$ cat src/rtl/cpu_dbg_pkg.sv
// Shared debug-path definitions: sequencer state encoding, timing defaults, word width.
package cpu_dbg_pkg;

    localparam int unsigned WORD_W        = 32;
    localparam int unsigned DB_CYCLES_DEF = 1000000;
    localparam int unsigned RUN_DIV_DEF   = 25000000;

    typedef enum logic [1:0] {
        ST_LOAD = 2'd0,
        ST_IDLE = 2'd1,
        ST_RUN  = 2'd2,
        ST_BRK  = 2'd3
    } step_state_e;

endpackage

$ cat src/rtl/key_debounce.sv
// Button conditioner: two-flop synchronizer, stable-level debounce, one-cycle press pulse.
module key_debounce
    import cpu_dbg_pkg::*;
#(
    parameter int unsigned DB_CYCLES = DB_CYCLES_DEF
) (
    input  logic clk,
    input  logic resetn,
    input  logic key,
    output logic press
);

    localparam int unsigned CW = (DB_CYCLES > 1) ? $clog2(DB_CYCLES) : 1;

    logic          sync1_q;
    logic          sync2_q;
    logic          level_q;
    logic          press_q;
    logic [CW-1:0] cnt_q;

    // cnt_q counts consecutive samples that disagree with the accepted level
    always_ff @(posedge clk or negedge resetn) begin
        if (!resetn) begin
            sync1_q <= 1'b0;
            sync2_q <= 1'b0;
            level_q <= 1'b0;
            press_q <= 1'b0;
            cnt_q   <= '0;
        end else begin
            sync1_q <= key;
            sync2_q <= sync1_q;
            press_q <= 1'b0;
            if (sync2_q == level_q) begin
                cnt_q <= '0;
            end else if (cnt_q == CW'(DB_CYCLES - 1)) begin
                level_q <= sync2_q;
                press_q <= sync2_q;
                cnt_q   <= '0;
            end else begin
                cnt_q <= cnt_q + CW'(1);
            end
        end
    end

    assign press = press_q;

endmodule

$ cat src/rtl/cpu_step_ctrl.sv
// CPU execution sequencer: step/run/breakpoint clock-enable generation and loader reset hold.
// Optional feature macro: BREAKPOINT_EN (breakpoint compare and BRK state).
module cpu_step_ctrl
    import cpu_dbg_pkg::*;
#(
    parameter int unsigned DB_CYCLES = DB_CYCLES_DEF,
    parameter int unsigned RUN_DIV   = RUN_DIV_DEF
) (
    input  logic              clk,
    input  logic              resetn,
    input  logic              key_step,
    input  logic              key_run,
    input  logic              load_busy,
    input  logic [WORD_W-1:0] pc,
    input  logic [WORD_W-1:0] bp_addr,
    input  logic              bp_valid,
    output logic              cpu_ce,
    output logic              cpu_rst_n,
    output logic [1:0]        state,
    output logic              halted,
    output logic [WORD_W-1:0] step_cnt
);

    localparam int unsigned DIV_W = $clog2(RUN_DIV);

    logic              step_p;
    logic              run_p;
    logic              bp_hit;
    step_state_e       state_q;
    logic              ce_q;
    logic              rst_n_q;
    logic              halted_q;
    logic [WORD_W-1:0] cnt_q;
    logic [DIV_W-1:0]  div_q;

    key_debounce #(.DB_CYCLES(DB_CYCLES)) u_db_step (
        .clk    (clk),
        .resetn (resetn),
        .key    (key_step),
        .press  (step_p)
    );

    key_debounce #(.DB_CYCLES(DB_CYCLES)) u_db_run (
        .clk    (clk),
        .resetn (resetn),
        .key    (key_run),
        .press  (run_p)
    );

`ifdef BREAKPOINT_EN
    // Compare one cycle after the enable pulse so pc already holds the new address.
    logic chk_q;

    always_ff @(posedge clk or negedge resetn) begin
        if (!resetn) chk_q <= 1'b0;
        else         chk_q <= ce_q;
    end

    assign bp_hit = chk_q && bp_valid && (pc == bp_addr);
`else
    logic unused_bp;
    assign unused_bp = ^{pc, bp_addr, bp_valid};
    assign bp_hit    = 1'b0;
`endif

    always_ff @(posedge clk or negedge resetn) begin
        if (!resetn) begin
            state_q  <= ST_LOAD;
            ce_q     <= 1'b0;
            rst_n_q  <= 1'b0;
            halted_q <= 1'b0;
            cnt_q    <= '0;
            div_q    <= '0;
        end else begin
            ce_q <= 1'b0;
            if (ce_q) cnt_q <= cnt_q + WORD_W'(1);
            if (load_busy) begin
                state_q  <= ST_LOAD;
                rst_n_q  <= 1'b0;
                halted_q <= 1'b0;
                cnt_q    <= '0;
                div_q    <= '0;
            end else begin
                unique case (state_q)
                    ST_LOAD: begin
                        state_q <= ST_IDLE;
                        rst_n_q <= 1'b1;
                        cnt_q   <= '0;
                    end
                    ST_IDLE: begin
                        if (bp_hit) begin
                            state_q  <= ST_BRK;
                            halted_q <= 1'b1;
                        end else if (run_p) begin
                            state_q <= ST_RUN;
                            div_q   <= '0;
                        end else if (step_p) begin
                            ce_q <= 1'b1;
                        end
                    end
                    ST_RUN: begin
                        if (bp_hit) begin
                            state_q  <= ST_BRK;
                            halted_q <= 1'b1;
                        end else if (run_p) begin
                            state_q <= ST_IDLE;
                        end else if (div_q == DIV_W'(RUN_DIV - 1)) begin
                            ce_q  <= 1'b1;
                            div_q <= '0;
                        end else begin
                            div_q <= div_q + DIV_W'(1);
                        end
                    end
                    ST_BRK: begin
                        if (run_p) begin
                            state_q  <= ST_RUN;
                            halted_q <= 1'b0;
                            div_q    <= '0;
                        end else if (step_p) begin
                            state_q  <= ST_IDLE;
                            halted_q <= 1'b0;
                            ce_q     <= 1'b1;
                        end
                    end
                endcase
            end
        end
    end

    assign cpu_ce    = ce_q;
    assign cpu_rst_n = rst_n_q;
    assign state     = state_q;
    assign halted    = halted_q;
    assign step_cnt  = cnt_q;

endmodule
$ cat config.mk
export PLATFORM = sky130hd
export DESIGN_NAME = cpu_step_ctrl
export DESIGN_NICKNAME = d
export VERILOG_FILES = /design/src/rtl/cpu_dbg_pkg.sv /design/src/rtl/key_debounce.sv /design/src/rtl/cpu_step_ctrl.sv
export SDC_FILE = /design/constraint.sdc
export NUM_CORES = 1
export LEC_CHECK = 0
export CORE_MARGIN = 3
export CORE_UTILIZATION = 52
export CTS_CLUSTER_SIZE = 24
export DETAILED_ROUTE_END_ITERATION = 16
export HOLD_SLACK_MARGIN = 0.12
export PLACE_DENSITY = 0.8
export SLEW_MARGIN = 5
export SYNTH_ARGS = -nofsm -noshare
export SYNTH_HDL_FRONTEND = slang
export SYNTH_SLANG_ARGS = --single-unit
export TNS_END_PERCENT = 30
$ cat constraint.sdc
create_clock -name clk -period 2.47 [get_ports clk]
set_clock_uncertainty 0.1 [all_clocks]
set_input_delay 0.247 -clock clk [delete_from_list [all_inputs] [get_ports clk]]
set_output_delay 0.247 -clock clk [all_outputs]
set_load 0.02 [all_outputs]
* Word level (Yosys, flattened, before mapping)
Cells that the tools add are included.
W data, S select, Z words.
** Storage, ports and cells
- Register bits after elaboration :: 110
- Input port bits :: 70
- Logic and storage cells :: 81
** Cells by class
- Add/subtract/negate cells :: 4
- Equality and inequality tests :: 13
- Muxes and demuxes :: 34
- Bitwise gates (word level) :: 2
- Reduce and logical (&&, ||, !) cells :: 12
** Operator list (number)
- $mux W25 :: 4
- $mux W32 :: 3
- $mux W20 :: 4
- $pmux W25 S2 :: 1
- $add A20 B1 Y20 const B :: 2
- $eq A20 B20 Y1 const B :: 2
- $add A32 B1 Y32 const B :: 1
- $add A25 B1 Y25 const B :: 1
- $eq A25 B25 Y1 const B :: 1
- $mux W1 :: 15
- $mux W2 :: 5
- $reduce_bool A3 Y1 :: 3
- $pmux W2 S4 :: 1
- $ne A3 B2 Y1 const B :: 2
- $reduce_and A2 Y1 :: 3
- $reduce_and A3 Y1 :: 2
- $eq A2 B2 Y1 const B :: 2
- $ne A4 B2 Y1 const B :: 1
- $reduce_bool A2 Y1 :: 2
- $ne A3 B1 Y1 const B :: 1
- $ne A3 B3 Y1 const B :: 1
- $eq A1 B1 Y1 :: 2
- $eq A2 B1 Y1 const B :: 1
- $logic_not A2 Y1 :: 1
- 3 further kinds :: 4

* Logic depth before layout (Yosys ltp)
Gate-level depths: netlist (run 1).
- Depth in word-level cells :: 5
- Mapped depth :: 7
- Mapped depth without buffers :: 6

* By module
From an unflattened synthesis (run 1), not the netlist that was laid out.
** Unflattened totals
- Cell total of the unflattened synthesis :: 572
- Area, all modules :: 5500.3 µm²
** Modules (own cells, without submodules)
- cpu_step_ctrl :: instances 1, cells each 340, area each 3228.1 µm², sequential area each 1526.5 µm²
- key_debounce :: instances 2, cells each 116, area each 1136.1 µm², sequential area each 600.6 µm²

* Worst setup path before layout (run 1)
Ideal clock, no wire load.
- Path type :: register -> register
- Start :: register div_q[0]
- End :: register div_q[22]
- Arrival time :: 1.776 ns
- Data required time :: 2.249 ns
- Path slack :: 0.473 ns
- Stages on the path, launching flop included :: 8
- Path buffers :: 1
- Period minus slack after synthesis :: 1.997 ns
- Cell sequence :: dfrtp_1 > ha_1 > and4_1 > nand3_1 > o31a_1 > buf_6 > a21o_1 > a22o_1
** On the way
- Cells in the longest elaborated chain, start to end :: 5
- Elaborated cells on any way between the ends :: 6
- Those cells by class :: 1 x add/sub; 1 x eq/ne; 4 x mux
** Ends and longest elaborated chain
- from (decl) :: line cpu_step_ctrl.sv:34 : logic [DIV_W-1:0] div_q;
- from (signal assigned) :: line cpu_step_ctrl.sv:111 : div_q <= div_q + DIV_W'(1);
- $add A25 B1 Y25 / $eq A25 B25 Y1 (equally long branches) :: line cpu_step_ctrl.sv:111, cpu_step_ctrl.sv:107
- $mux W25 * :: line cpu_step_ctrl.sv:107 : end else if (div_q == DIV_W'(RUN_DIV - 1)) begin
- $mux W25 * :: line cpu_step_ctrl.sv:105 : end else if (run_p) begin
- $pmux W25 S2 * :: line cpu_step_ctrl.sv:84 : unique case (state_q)
- $mux W25 * :: line cpu_step_ctrl.sv:77 : if (load_busy) begin
Every way passes the cells marked *; elsewhere a longest branch is shown, timed or not. The select of a mux whose other input is x is not followed.
A chain may end at the register's enable or synchronous reset.

* Worst setup path after layout (run 1)
- Start :: register div_q[0]
- End :: register div_q[18]
Same word-level chain as after synthesis.

==> flow_results.org, run 1 <==
** Status
- Status :: finished clean

** Logic synthesis
- After synthesis, the largest area contributor takes up 50.1% of total cell area.
- The cell count after synthesis came out at 556.
- In the synthesized netlist the async set-or-reset flop fraction comes to 100%.
- Number of enable flip-flop cells after synthesis :: 0
- Post-synth net total :: 630
- Netlist Area Pre-Place :: 5450 um^2
- During synthesis, Yosys emitted a total of 0 warnings.
- Yosys instantiated no cell more often than dfrtp_1.
- Of the synthesized area, sequential elements account for approximately half.
- Commonest cells post-synth :: 109 x dfrtp_1, 89 x nor2_1, 46 x nand2_1
- Primary FF master, synth :: dfrtp_1
- In the post-synthesis netlist, the biggest area contributors are dfrtp_1 50%, xor2_1 7.1%, nor2_1 6.1%.
- The synthesized netlist contains 54 unique library cells.
- After synthesis the netlist holds a flip-flop and latch count of 109.
- Per-instance average area after synthesis :: 9.80 um^2
- The largest total area in the synthesized netlist belongs to dfrtp_1.

** Detailed routing
- First-pass iteration count of the detailed router :: 5
- The final layout contains routed wiring with a total length of roughly 11 mm.
- Drt first-iter violations :: 266
- Remaining DRCs :: 0
- Antenna Violating Nets Remaining :: 0
- After detailed routing, the average wire length per cell comes to approximately 15 um.
- Avg Vias per Cell :: 5.78
- Routed via count :: 4277

** Pwr
- Worst ir drop on vdd :: approximately 0.26 mV
- Net switching is around a quarter of the power.
- Leakage power :: roughly 2.7 nW
- Net load switching power :: between 0.7 and 0.8 mW
- The clock network accounts for 36.4% of the total power.
- The completed layout was analyzed and its total power is 3.07 mW.
- Int Power :: 2.34 mW
- Share of power burned in combinational logic :: 4.5%
- Per report_power, the sequential group accounts for 59.1% of the total.
- Dividing total power by cell area gives a power density of a little under 500 nW/um^2.

** Clock tree
- For the worst-skew pair, the clock arrives at the later sink with an insertion delay of 0.38 ns.
- Clock buffer depth :: 2
- Reg clk slew, reported paths :: ~0.10 ns
- In this run, CTS created clock tree buffers numbering 9.
- TritonCTS clock tree :: built
- Level count of the clock H-tree :: 3
- Cell at the root of the clock tree :: clkbuf_8
- The clock net in this run drives a total of around 110 sinks.

** GRT
- In the global route stage, overall resource usage came out at 20.6%.
- For this run, global-route usage on met3 was measured as 3.52%.
- Largest net degree at the start of global routing :: slightly below 50
- For this run, global-route usage on met2 was measured as 34.1%.
- Vias in the first global route :: 4228
- The initial antenna violation count is 0.
- For met1 alone, demand over resource in global routing was between 20% and 30%.
- The total overflow left after global routing is 0.
- Busiest metal layer after global routing :: met2
- The first global-routing pass estimated roughly 19 mm of wire.

** Place
- In this run the tool buffered the top-level ports with 40 buffer cells.
- Final RePlAce weighted congestion :: 0.877
- Including well taps, the total number of placed cells is 723.
- Detailed placement ended at an HPWL of 7.94 mm.
- Prior to clock tree synthesis, the placed netlist has a worst setup slack of 0.138 ns.

** Floorplan
- The core region is 10000 um^2.
- Row generation in the floorplan step produced 36 rows.
- 107 I/O pins were placed.
- Vertical die dimension :: 108 um
- Horiz. Die Dim :: 108 um
- The floorplan step defined a die boundary enclosing 11700 um^2.
- Once the floorplan was initialized, standard cells occupied between 50% and 60% of the core.

** Worst setup path
- The largest single stage delay on the critical path is 0.54 ns.
- Walking the worst path, the cells encountered are ha_1 > nand4_1 > nor4_2 > nand3_1 > or4_1 > o21ai_1.
- In this run the worst path has a maximum fanout of 5.
- Together, buffers and inverters on the worst path number 0.
- At the worst endpoint, the arrival time is 2.49 ns.
- Cell at the slowest stage of the critical path :: nor4_2
- Category of the worst setup path capture point :: flip-flop
- The critical path in this run is classified as reg -> reg.
- The worst setup path is launched from a flip-flop.
- Crit path max-delay family :: simple AND/OR/NAND/NOR gates
- Data on the critical path is required at its endpoint by ~2.7 ns.

** Final layout
- Counting the fill cells in the layout gives between 800 and 900.
- Cells with a size suffix above 1 make up under 10% of the layout.
- After the last flow step, the layout net total stands at just under 700.
- Area occupied by registers :: 2730 um^2
- # diodes :: 0
- Relative to the synthesized area, the layout overhead comes to 14.6%.
- Excluding fillers, the count of instances in the completed layout stands at 740.
- The multi-input combinational cells in the finished layout cover a total of between 2000 and 3000 um^2.

** STA
- The worst pin sits at a relative slew slack of 52.3%.
- At the pin with the least slew margin, the transition time is 0.715 ns.
- The number of endpoints with negative hold slack in the final report is 0.
- Derived from the worst setup path, the maximum achievable clock frequency is 0.438 GHz.
- Setup repair after global routing left no endpoint under its margin.
- Final-layout setup total negative slack :: 0 ns
- Once routing completed, OpenROAD measured the worst setup slack at roughly 0.19 ns.
- Slew Viols, Final :: 0
- Setup violations remaining at the end of the flow were counted as 0.
- Post-route clock period utilization :: between 90% and 100%
- Counting I/O delays and the setup requirement, the final critical path takes 2.28 ns.

** Flow run
- Max-cap check violation count :: 0

** Hold path
- The tightest min-delay check is of the in -> reg type.
[layout by cell type, fill, tap and decap left out, types with 4 or more instances in the layout]
cell type,n
ha_1,4
xnor2_1,17
and4_1,5
a22o_1,11
clkbuf_8,10
a21oi_1,14
inv_1,10
xor2_1,44
o21ai_1,9
and3_1,19
nor4_2,4
buf_4,14
nand3_1,39
nor4_1,4
nand4_1,26
dfrtp_1,109
nor2b_1,6
nor2_1,89
nor3_1,8
nand2_1,46
a221o_1,4
clkdlybuf4s50_1,39
or3_1,9
or4_1,6
o21ai_0,12
and2_1,4
[worst paths after layout]
path	slack [ns]	depth (start not counted)	start	to
max reg2reg	0.19	6	div_q[0]	div_q[18]
max	0.19	6	div_q[0]	div_q[18]
min	0.20	1	key_step	u_db_step.sync1_q
max in group asynchronous	1.30	3	resetn	u_db_run.cnt_q[15]
min in group asynchronous	0.26	2	resetn	step_cnt[15]
min reg2reg	0.27	0	u_db_step.sync1_q	u_db_step.sync2_q
[stage by stage]
stage	cell area (um^2)	util (%)	hold WS (ns)
final	6240	62.4	0.200
after global routing	6240	62.4	0.188
after CTS	6240	62.4	0.192
after detailed placement	6020	60.2	0.147
after global placement	6020	60.2	0.138
after floorplan	5450	-	-0.149
[state kept, by name, indices dropped and copies added, names as in the netlist, 2 cells and up]
register / count
u_db_step.cnt_q: 20
state: 2
u_db_run.cnt_q: 20
step_cnt: 32
div_q: 25
[cell type report]
cell class	count	share of cell area, %
inverters	10	0.601
repair buffers	55	8.42
flip-flops and latches	109	43.7
clock buffers	10	2.20
clock inverters	6	1.10
well taps	133	2.67
multi-input cells	417	41.3
[power groups by stage]
stage	sequential, mW	combinational (mW)	clock (mW)
6_report	1.81	0.138	1.12
5_1_grt	1.82	0.158	1.20
4_1_cts	1.81	0.141	1.14
3_5_place_dp	1.85	0.139	0
3_3_place_gp	1.85	0.135	0
2_1_floorplan	1.85	0.0672	0
[repair_timing]
action / 4_1_cts / 5_1_grt
hold buffers: 1 / 0
buffers inserted: 0 / 0
setup endpoints to repair: 0 / 1
endpoints found under the hold margin: 35 / 0
resized for setup: 0 / 1
[cells by family (layout without fill, tap and decap cells)]
group | Yosys count | count (layout) | synth area share, %
compound gates | 61 | 61 | 7.58
simple gates | 287 | 287 | 28.3
mux | 3 | 3 | 0.597
other cells | 1 | 1 | 0.0688
buf+inv | 30 | 81 | 2.62
xor+xnor | 61 | 61 | 9.81
flops | 109 | 109 | 50.1
fa+ha+maj | 4 | 4 | 0.919
[layer usage]
metal	wire (um)	vias to the layer above	share of wire, %
met5	0	-	0
met4	188	0	1.7
met3	488	17	4.3
met2	5450	98	49
met1	5100	2122	45
li1	-	2040	-
Power figures use the tool's default switching activity.
==> run 2: changes to the inputs <==
- CORE_UTILIZATION: 52 -> 30
- GPL_ROUTABILITY_DRIVEN: not set -> 0
- PLACE_DENSITY: 0.8 -> not set
==> run 2 against run 1 <==
Flip-flop and latch count unchanged. Critical path type unchanged. Via count decreased by 0.56%. Non-clock buffer count increased by 4. Cell count increased by 13%. First-iteration DRC count decreased by 5.6%. Maximum frequency decreased by 1.5%. Critical path depth increased by 1. Count of clock-buffer cells in the layout unchanged. Highest routed layer unchanged. Cell area increased by 3.9%. Global-route usage decreased by 8.3 points. Sequential power about the same. Power increased by 13%.
==> flow_results.org, run 2 (same netlist as run 1, synthesis figures left out) <==
** Status
- The flow ran to the end, and the final reports show no timing, DRC or antenna violations.

** Floorplan
- Site Rows :: 48 (+33%)
- Initial standard-cell utilization of the core :: 31.1% (-23 points)
- The area enclosed by the die boundary was 19800 um^2 (+69%).
- Core region area :: 17500 um^2 (+75%)
- Vertical die dimension :: 141 um (+30%)
- Total I/O pin count :: 107 (unchanged)
- Horiz. Die Dim :: 141 um (+30%)

** STA
- Final Hold Vio Count :: 0 (unchanged)
- The highest attainable clock frequency was 0.432 GHz (-1.5%).
- The smallest setup slack after layout was 0.155 ns (-0.0338 ns).
- Remaining max-slew budget at the tightest pin :: 59.2% (+6.9 points)
- Slew Viols, Final :: 0 (unchanged)
- Worst-margin pin slew :: 0.612 ns (-0.102 ns)
- The number of setup violations in the final report was 0 (unchanged).
- Post-route clock period utilization :: 93.7% (+1.4 points)
- Setup repair after global routing left no endpoint under its margin.
- Final critical-path required period :: 2.32 ns (+0.0338 ns)
- The aggregate negative setup slack was 0 ns (unchanged).

** Clock tree
- Sinks on Clock Net :: 109 (unchanged)
- The H-tree depth reported by CTS came to 3 (unchanged).
- TritonCTS built the clock tree.
- The clock latency on the worst-skew pair is 0.35 ns (-0.03 ns).
- The clock slew seen by the registers of the worst setup and hold paths is 0.07 ns (-0.03 ns).
- The post-CTS repair timing setup buffer count is 0 (unchanged).
- Clock tree synthesis selected as its root buffer the cell clkbuf_16.
- The maximum root-to-sink buffer count was 2 (unchanged).
- The total CTS buffers came to 9 (unchanged).

** Final layout
- # diodes :: 0 (unchanged)
- Most frequent cells in the layout :: 109 x dfrtp_1, 89 x nor2_1, 46 x nand2_1
- Final design instance area without fill :: 6490 um^2 (+3.9%)
- Compared with the post-synthesis result, the final layout area differs by 19.1%.
- Post-layout nets :: 680 (+0.59%)
- Post-Layout Cell Count :: 836 (+13%)
- The ratio of cells with drive above 1 in the final layout was 9.00% (+0.60 points).
- Max reg flops :: 32 (unchanged)
- Most common library cell in the layout ignoring fill and taps :: dfrtp_1

** Hold path
- The worst hold path begins at key_run.
- Cell depth of the worst min-delay path :: 1 (unchanged)
- Worst Hold Class :: in -> reg
- Endpoint with the worst hold slack :: u_db_run.sync1_q

** Detailed routing
- Total length of routed wires :: 11.7 mm (+4.3%)
- The detailed-route vias per instance is 5.09 (-12%).
- First-pass iteration count of the detailed router :: 4 (-1)
- The average wire per standard cell came to 14.0 um (-7.6%).
- The vias after detailed routing is 4253 (-0.56%).
- Remaining DRCs :: 0 (unchanged)
- Antenna Violating Nets Remaining :: 0 (unchanged)
- Drt first-iter violations :: 251 (-5.6%)

** GRT
- The largest net degree at the start of global routing came to 46 (-6.1%).
- The total congestion overflow came to 0 (unchanged).
- Vias in the first global route :: 4341 (+2.7%)
- Number of antenna violations at the first check in global routing :: 0 (unchanged)
- Wire length of the first global-routing pass :: 20.5 mm (+5.6%)
- GRT Overall Usage :: 12.3% (-8.3 points)

** Place
- Half-perimeter wire length after placement :: 8.35 mm (+5.2%)
- Post-Place Cells :: 819 (+13%)
- Number of port buffers :: 40 (unchanged)
- Worst setup timing slack at the placement stage :: 0.0999 ns (-0.0377 ns)
- The placed cell area was 6170 um^2 (+2.4%).

** Worst setup path
- In this run the critical register-to-register path is launched from div_q[0].
- Worst Reg-to-Reg Cells :: 7 (+1)
- The worst reg-to-reg setup slack came to 0.15 ns (-0.03 ns).
- The endpoint identified for the worst register-to-register timing path is div_q[11].
- Crit path cell chain :: ha_1 > and4_1 > nand3_1 > o31a_2 > buf_4 > a21o_1 > a22o_1
- Maximum fanout along the worst path :: 11 (+6)
- Category of the worst setup path capture point :: flip-flop
- The worst setup path is launched from a flip-flop.
- Cell at the slowest stage of the critical path :: o31a_2
- The setup path with the least slack is of type reg -> reg.
- The stage delay of the slowest cell on the critical path is 0.45 ns (-0.09 ns).
- Arrival @ worst endpoint :: 2.46 ns (-0.03 ns)
- Endpoint required time on the critical path :: 2.61 ns (-0.07 ns)

** Pwr
- Share of power burned in combinational logic :: 4.1% (-0.4 points)
- Leakage power :: 2.73 nW (+2.5%)
- Int Power :: 2.67 mW (+14%)
- The post-route total power is 3.46 mW (+13%).
- The switching power was 0.796 mW (+9.8%).
- The power density over the cells is 534 nW/um^2 (+8.5%).
- Clock share of power :: 43.5% (+7.1 points)
- Portion of total power attributed to sequential cells :: 52.4% (-6.7 points)
- The switching fraction of total power is 23.0% (-0.64 points).
- Worst ir drop on vdd :: 0.346 mV (+32%)

** Flow run
- The count of maximum capacitance violations was 0 (unchanged).
==> run 2: cell types whose count changed in the layout (fill, tap and decap cells not counted) <==
| cell | previous run | this run |
|---|---|---|
| buf_4 | 14 | 18 |
| clkbuf_16 | 0 | 9 |
| clkbuf_8 | 10 | 1 |
==> run 2: area by class of cell <==
| cell class | instances | area, um^2 |
|---|---|---|
| inverter | 10 | 37.5 |
| clock inverter | 6 | 68.8 |
| tap | 225 | 282 |
| sequential | 109 | 2730 |
| timing repair buffer | 59 | 556 |
| clock buffer | 10 | 239 |
| fill | 1764 | 11000 |
| multi-input combinational | 417 | 2580 |
==> run 2: worst max path at each step <==
stage / start / to / slack (ns) / cells past startpoint
finish: div_q[0] / div_q[11] / 0.15 / 7
global route: div_q[0] / div_q[11] / 0.01 / 7
CTS: div_q[0] / div_q[19] / 0.08 / 6
detailed placement: div_q[0] / div_q[21] / 0.1 / 6
global placement: div_q[0] / div_q[21] / 0.14 / 6
floorplan: div_q[0] / div_q[22] / 0.47 / 7
==> run 2: critical path, delay by kind of cell (launching register included) <==
kind            cells  cell delay (ns)
compound gates      3             0.77
flops               1             0.40
buf+inv             1             0.18
fa+ha+maj           1             0.24
simple gates        2             0.50
==> run 2: timing repair <==
item                                    CTS  global route
gates resized for setup                   0             1
endpoints found under the hold margin    42             0
endpoints found under the setup margin    0             3
hold buffers                              1             0
==> run 2: through the flow <==
stage	util (%)	hold slack [ns]
final	37.0	0.230
after global routing	37.0	0.219
after CTS	37.0	0.212
after detailed placement	35.2	0.207
after global placement	35.2	0.191
after floorplan	-	-0.149
==> run 2: per-layer routing <==
metal | vias to the layer above | global-route usage [%] | share of wire [%]
met4 | 0 | 3.57 | 1.3
met5 | - | 0 | 0
met3 | 11 | 3.09 | 3.9
li1 | 2053 | - | -
met1 | 2116 | 15.9 | 46
met2 | 73 | 20.5 | 49
==> run 2: power groups by stage <==
stage | Combinational [mW] | Sequential (mW) | Clock [mW]
after CTS | 0.149 | 1.81 | 1.57
final | 0.143 | 1.82 | 1.50
after global placement | 0.142 | 1.85 | 0
after detailed placement | 0.146 | 1.85 | 0
after floorplan | 0.0672 | 1.85 | 0
after global routing | 0.165 | 1.82 | 1.64
